File: config.mk
export PLATFORM = sky130hd
export DESIGN_NAME = a2d_seq
export DESIGN_NICKNAME = d
export VERILOG_FILES = /design/src/rtl/a2d_seq.sv
export SDC_FILE = /design/constraint.sdc
export NUM_CORES = 1
export LEC_CHECK = 0
export BUFFER_PORTS_ARGS = -buffer_cell sky130_fd_sc_hd__buf_2
export CAP_MARGIN = 5
export CORE_UTILIZATION = 50
export DETAILED_ROUTE_END_ITERATION = 12
export GPL_TIMING_DRIVEN = 0
export PLACE_DENSITY = 0.8
export REMOVE_ABC_BUFFERS = 1
export SLEW_MARGIN = 20
export SYNTH_ARGS = -nofsm -noshare
export SYNTH_HDL_FRONTEND = slang
export SYNTH_SLANG_ARGS = --single-unit
File: constraint.sdc
create_clock -name clk -period 3.4 [get_ports clk]
set_input_delay 0.17 -clock clk [delete_from_list [all_inputs] [get_ports clk]]
set_output_delay 0.17 -clock clk [all_outputs]
set_load 0.01 [all_outputs]
File: src/rtl/a2d_seq.sv
// Conversion sequencer in front of the 16-bit SPI master: one request becomes a
// channel-select transaction plus a result transaction. Optional A2D_AVG4_EN averages 4 conversions.
module a2d_seq #(
  parameter int GAP_CYC = 2,
  parameter int TO_CYC  = 1024
) (
  input  logic        clk,
  input  logic        rst,
  input  logic        strt_cnv,
  input  logic [2:0]  chnl,
  output logic        busy,
  output logic        cnv_cmplt,
  output logic [11:0] res,
  output logic        err,
  output logic        wrt,
  output logic [15:0] cmd,
  input  logic        done,
  input  logic [15:0] rd_data
);

  localparam int TW = $clog2(TO_CYC);
  localparam int GW = (GAP_CYC < 2) ? 1 : $clog2(GAP_CYC);
  localparam logic [TW-1:0] TO_MAX   = TW'(TO_CYC - 1);
  localparam logic [TW-1:0] TO_PRE   = TW'(TO_CYC - 2);
  localparam logic [GW-1:0] GAP_LAST = GW'(GAP_CYC - 1);

  typedef enum logic [2:0] {
    IDLE = 3'd0,
    TX1  = 3'd1,
    WT1  = 3'd2,
    GAP  = 3'd3,
    TX2  = 3'd4,
    WT2  = 3'd5
  } state_t;

  state_t        state, nxt;
  logic [2:0]    chnl_q;
  logic [TW-1:0] to_cnt;
  logic [GW-1:0] gap_cnt;
  logic          accept, to_fire, finish, to_hit, waiting;
  logic          last_pass, gap_to_tx1;
  logic [11:0]   res_nxt;

  assign busy    = (state != IDLE);
  assign wrt     = (state == TX1) || (state == TX2);
  assign cmd     = {2'b00, chnl_q, 11'h000};
  assign waiting = (state == WT1) || (state == WT2);
  // The increment taken this cycle would land on TO_CYC-1: that is the timeout edge.
  assign to_hit  = (to_cnt == TO_PRE);

  logic unused_hi;
  assign unused_hi = ^rd_data[15:12];

`ifdef A2D_AVG4_EN
  logic [1:0]  pass;
  logic [13:0] acc;
  logic [13:0] sum;
  logic        pass_adv;
  logic        gap_from_wt2;

  assign sum       = acc + {2'b00, rd_data[11:0]};
  assign res_nxt   = sum[13:2];
  assign last_pass = (pass == 2'd3);

  always_ff @(posedge clk or posedge rst) begin
    if (rst) begin
      pass       <= 2'd0;
      acc        <= 14'd0;
      gap_to_tx1 <= 1'b0;
    end else begin
      if (accept) begin
        pass <= 2'd0;
        acc  <= 14'd0;
      end else if (pass_adv) begin
        pass <= pass + 2'd1;
        acc  <= sum;
      end
      if (nxt == GAP && state != GAP) gap_to_tx1 <= gap_from_wt2;
    end
  end
`else
  assign res_nxt    = rd_data[11:0];
  assign last_pass  = 1'b1;
  assign gap_to_tx1 = 1'b0;
`endif

  always_comb begin
    nxt     = state;
    accept  = 1'b0;
    to_fire = 1'b0;
    finish  = 1'b0;
`ifdef A2D_AVG4_EN
    pass_adv     = 1'b0;
    gap_from_wt2 = 1'b0;
`endif
    case (state)
      IDLE: if (strt_cnv) begin
        accept = 1'b1;
        nxt    = TX1;
      end
      TX1: nxt = WT1;
      WT1: begin
        if (done) nxt = GAP;
        else if (to_hit) begin
          to_fire = 1'b1;
          nxt     = IDLE;
        end
      end
      GAP: if (gap_cnt == GAP_LAST) nxt = gap_to_tx1 ? TX1 : TX2;
      TX2: nxt = WT2;
      WT2: begin
        if (done) begin
          if (last_pass) begin
            finish = 1'b1;
            nxt    = IDLE;
          end else begin
`ifdef A2D_AVG4_EN
            pass_adv     = 1'b1;
            gap_from_wt2 = 1'b1;
`endif
            nxt = GAP;
          end
        end else if (to_hit) begin
          to_fire = 1'b1;
          nxt     = IDLE;
        end
      end
      default: nxt = IDLE;
    endcase
  end

  always_ff @(posedge clk or posedge rst) begin
    if (rst) begin
      state     <= IDLE;
      chnl_q    <= 3'd0;
      to_cnt    <= '0;
      gap_cnt   <= '0;
      err       <= 1'b0;
      cnv_cmplt <= 1'b0;
      res       <= 12'h000;
    end else begin
      state     <= nxt;
      cnv_cmplt <= finish;
      if (accept) begin
        chnl_q <= chnl;
        err    <= 1'b0;
      end else if (to_fire) begin
        err <= 1'b1;
      end
      if (finish) res <= res_nxt;
      if (wrt) to_cnt <= '0;
      else if (waiting && to_cnt != TO_MAX) to_cnt <= to_cnt + 1'b1;
      // Gap counter only runs inside GAP; any other state leaves it cleared for the next entry.
      if (state != GAP) gap_cnt <= '0;
      else if (gap_cnt != GAP_LAST) gap_cnt <= gap_cnt + 1'b1;
    end
  end

endmodule

## After elaboration in Yosys (flattened, before gate mapping)

Cells that the tools add are included.

| storage, ports and cells | value |
|---|---|
| register bits after elaboration | 31 |

| cells by class | value |
|---|---|
| add/sub/neg operators | 2 |
| reduce and logical (&&, ||, !) cells | 9 |
| multiplexer cells | 19 |
| equality and inequality tests | 10 |

Operator list:

| kind | number |
|---|---|
| 10-bit two-way mux | 2 |
| 3-bit case mux with 6 select lines | 1 |
| 3-bit two-way mux | 5 |
| 1-bit two-way mux | 11 |
| 10-bit by 1-bit adder with 10-bit output, second input constant | 1 |
| 10-bit equality test, second input constant | 1 |
| 10-bit inequality test, second input constant | 1 |
| 3-bit by 2-bit equality test with 1-bit output, second input constant | 2 |
| 3-bit equality test, second input constant | 2 |
| 2-bit inequality test, second input constant | 2 |
| 2-bit nonzero test | 2 |
| 3-bit by 1-bit equality test with 1-bit output, second input constant | 1 |
| 3-bit zero test | 1 |
| 3-bit by 2-bit inequality test with 1-bit output, second input constant | 1 |
| 3-bit nonzero test | 1 |
| 1-bit logical OR | 2 |
| 2-bit AND reduction | 1 |
| 2-bit OR reduction | 1 |
| 1-bit adder, second input constant | 1 |
| 1-bit logical AND | 1 |

## Longest topological paths before layout

| logic depth | value |
|---|---|
| word-level depth | 6 |
| depth in mapped cells | 6 |
| depth with buffers taken out | 5 |

## Worst setup path after synthesis

Ideal clock, no wire load.

| path | value |
|---|---|
| path type | register to register |
| start | register state[1] |
| end | register to_cnt[6] |
| required time | 3.260 ns |
| buffers on the path | 1 |
| arrival | 1.324 ns |
| library setup time | 0.140 ns |
| stages on the path, launching flop included | 6 |
| period minus slack after synthesis | 1.463 ns |
| setup slack | 1.937 ns |
| cells stage by stage | dfrtp_1 buf_4 and3b_2 o2111ai_2 o311ai_0 o41ai_1 |

| on the way | value |
|---|---|
| word-level cells in the longest chain between the ends | 4 |
| elaborated cells on any way between the ends | 9 |
| classes of those cells | 4 x eq/ne; 1 x mux; 4 x reduce/logical |

Ends and longest elaborated chain:

| element | line | source |
|---|---|---|
| start: declaration | 36 | `state_t state, nxt;` |
| start signal: assignment | 142 | `state <= nxt;` |
| 3-bit by 2-bit equality test with 1-bit output / 3-bit equality test (equally long branches) | 47 | `assign waiting = (state == WT1) \|\| (state == WT2);` |
| 1-bit logical OR | 47 |  |
| 1-bit logical AND | 152 | `else if (waiting && to_cnt != TO_MAX) to_cnt <= to_cnt + 1'b1;` |
| 2-bit nonzero test (no line) | - |  |
| end signal: assignment | 152 |  |
| end: declaration | 38 | `logic [TW-1:0] to_cnt;` |

Several ways; a longest one is shown, not always the timed one.
A chain may end at the register's enable or synchronous reset.

## Worst setup path after layout

| path | value |
|---|---|
| start | register state[2] |
| end | register res[6] |

| on the way | value |
|---|---|
| word-level cells in the longest chain between the ends | 2 |

Ends and longest elaborated chain:

| element | line | source |
|---|---|---|
| 3-bit equality test | 96 | `case (state)` |
| 1-bit two-way mux | 96 |  |
| end signal: assignment | 150 | `if (finish) res <= res_nxt;` |
| end: declaration | 13 | `output logic [11:0] res,` |

No other way between the ends.

==> metrics.md <==
| Metric | Value |
|---|---|
| Yosys cell types | 43 |
| Post-Synth Simple-Gate Area | 0.146 |
| DR iter-0 viols | 34 |
| Htree depth | 2 |
| Drt pass-1 iters | 8 |
| Remaining global-route overflow | 0 |
| Setup crit end kind | flop |
| Setup violators final | 0 |
| Outcome | finished, violations left |
| Via/cell ratio | 5.23 |
| Worst vdd ir | 452 uV |
| CTS Root Cell | clkbuf_4 |
| Area Overhead vs Synth | 13.0% |
| Nets | 202 |
| Failing checks | DRC |
| Syn Inst Count | 139 |
| Die ar. | 3410 sq um |
| Clock tree from TritonCTS | done |
| DIE WIDTH | 58.4 um |
| Layout cells sized above 1 | 0.373 |
| Hold Crit Class | in -> reg |
| Cell Area, Synth | 1590 sq um |
| DP HPWL | 2030 um |
| Total GRT Usage | 0.179 |
| Initial antenna violation count | 0 |
| Main combinational cell family by area after synthesis | simple AND/OR/NAND/NOR gates |
| Sink Count | 31 |
| Tcrit/Tclk final | 0.545 |
| Max incr delay on CP | between 0.5 and 0.6 ns |
| Post-DR wirelength/cell | 12.4 um |
| EDFF count, synth | 0 |
| Slowest stage cell, crit path | dfrtp_1 |
| Flip-flop and latch area | 776 sq um |
| Post-synthesis mux area share | 0.113 |
| Compound-Gate Fraction of Synth Area | 0.124 |
| Register area share after synthesis | 0.488 |
| Post-synthesis register bit count | 31 |
| Period minus WS final | 1.85 ns |
| DRT Wirelength | 2740 um |
| Residual DRC count | 2 |
| Post-synthesis xor/xnor area fraction | 0.00551 |
| Vias after detailed routing | 1155 |
| Initial Util | 0.525 |
| Pins over their slew limit | 0 |
| Fillcell total | ~260 |
| Port-buffer cells | 37 |
| Reg clk slew, reported paths | 0.09 ns |
| Clock latency at the later pin of the worst-skew pair | around 0.32 ns |
| Worst Clk Skew | 0.00770 ns |
| Setup tns final | 0 ns |
| Postcts setup bufs | 0 |
| Leak | 0.904 nW |
| Final Hold Fails | 0 |
| Pwr dens | 682 nW/um^2 |
| RSZ-0062 raised after global routing | no |
| # Max-Cap Violations | 0 |
| Synthesis Warnings | 0 |
| Ys flop type | dfrtp_1 |
| Routability-driven placement congestion ratio | 0.845 |
| Chip Height | a little under 60 um |
| Max frequency | ~540 MHz |
| Commonest cells after routing, fill and taps aside | buf_2, dfrtp_1, mux2_2 |
| Area occupied by multi-input gates | just under 700 sq um |
| Design Power | 0.00122 W |
| Rows | 20 |
| Setup crit start kind | flop |
| Worst EP required | 3.61 ns |
| N_diodes | 0 |
| Commonest non-fill, non-tap cell in the layout | buf_2 |
| Adder-cell area share of the yosys netlist | 0.0157 |
| Slew HR | 0.587 |
| Io pins | 55 |
| Largest net degree at the start of global routing | 32 |
| Crit-path cells | inv_1 > nor2_1 > nand3_1 > mux2_2 |
| CTS buffer count | 5 |
| Avg Inst Size Synth | 11.4 sq um |
| Worst-Margin Slew | 0.618 ns |
| Post-CTS sizing | 0 |
| Global-route wire length before repair | 4580 um |
| Critical path class | reg -> reg |
| Max Buffers Root-to-Sink | 2 |
| Vias in the first global route | about 1100 |
| Ys async rst share | 1.00 |
| CP Max Fanout | 13 |
| Total core area | roughly 3000 sq um |
| Worst Path Arrival | 2.06 ns |
| Post-route ant nets | 0 |
==> synthesized netlist by cell type (3+ instances only) <==
library cell | instances | area (sq um)
o311ai_0 | 4 | 35.0
inv_1 | 5 | 18.8
nor2_1 | 5 | 18.8
mux2_2 | 15 | 169
a21oi_1 | 5 | 25.0
dfrtp_1 | 31 | 776
nand3b_1 | 3 | 22.5
and4_1 | 3 | 26.3
buf_4 | 15 | 113
nand3_1 | 5 | 25.0
nand2_1 | 7 | 26.3
==> critical path, delay by kind of cell, from the launching register on <==
kind	cells	cell delay (ns)
and+or+nand+nor	2	0.62
DFF	1	0.54
muxes	1	0.46
buffers and inverters	1	0.13
==> flip-flops by register name, indices dropped and copies added, names as in the netlist <==
name,flops
gap_cnt,1
cnv_cmplt,1
chnl_q,3
res,12
err,1
state,3
to_cnt,10
==> area by class of cell <==
class,count,area share
Sequential cell,31,0.432
Clock inverter,1,0.00279
Tap cell,44,0.0307
Timing Repair Buffer,38,0.109
Inverter,6,0.0125
Clock buffer,6,0.0286
Multi-Input combinational cell,95,0.385
==> power by group <==
group | switching (W) | internal (W) | total, W
Combinational | 0.000233 | 0.000209 | 0.000442
Sequential | 0.000103 | 0.000470 | 0.000572
Clock | 0.000115 | 0.0000957 | 0.000210
Total | 0.000450 | 0.000774 | 0.00122
==> per-layer routing <==
layer	global-route usage	vias up	part of all wire
li1	-	559	-
met1	0.211	557	0.43
met2	0.300	39	0.51
met3	0.0527	0	0.059
met4	0.0850	0	0
met5	0	-	0
==> path summary, 6_finish.rpt <==
| check | from | end | slack (ns) | cells past startpoint |
|---|---|---|---|---|
| min in group asynchronous | rst | res[1] | 0.48 | 3 |
| max in group asynchronous | rst | to_cnt[4] | 2.50 | 3 |
| min | rd_data[2] | res[2] | 0.08 | 2 |
| min reg2reg | err | err | 0.50 | 1 |
| max | state[2] | res[6] | 1.55 | 4 |
| max reg2reg | state[2] | res[6] | 1.55 | 4 |
==> metrics by stage <==
step | setup WS (ns) | hold slack, ns | util | area (sq um) | cells
after floorplan | 1.89 | 0.274 | - | 1490 | 132
after global placement | 1.70 | 0.401 | 0.571 | 1730 | 213
after detailed placement | 1.54 | 0.405 | 0.571 | 1730 | 213
after CTS | 1.53 | 0.0612 | 0.590 | 1790 | 220
after global routing | 1.40 | 0.0587 | 0.593 | 1800 | 221
final | 1.55 | 0.0760 | 0.593 | 1800 | 221
==> cell families (layout without fill, tap and decap cells) <==
family                     count (synthesis)  count (layout)
AOI/OAI and AO/OA                         26              26
buffers and inverters                     25              51
xor gates and xnor gates                   1               1
adders and majority gates                  2               2
other                                      1              13
muxes                                     16              16
DFF                                       31              31
and+or+nand+nor                           37              37
==> timing repair <==
item,in CTS,in global routing
hold buffers,0,1
setup endpoints to repair,0,0
hold endpoints to repair,0,31
No activity file was read; power rests on OpenSTA's default activity.
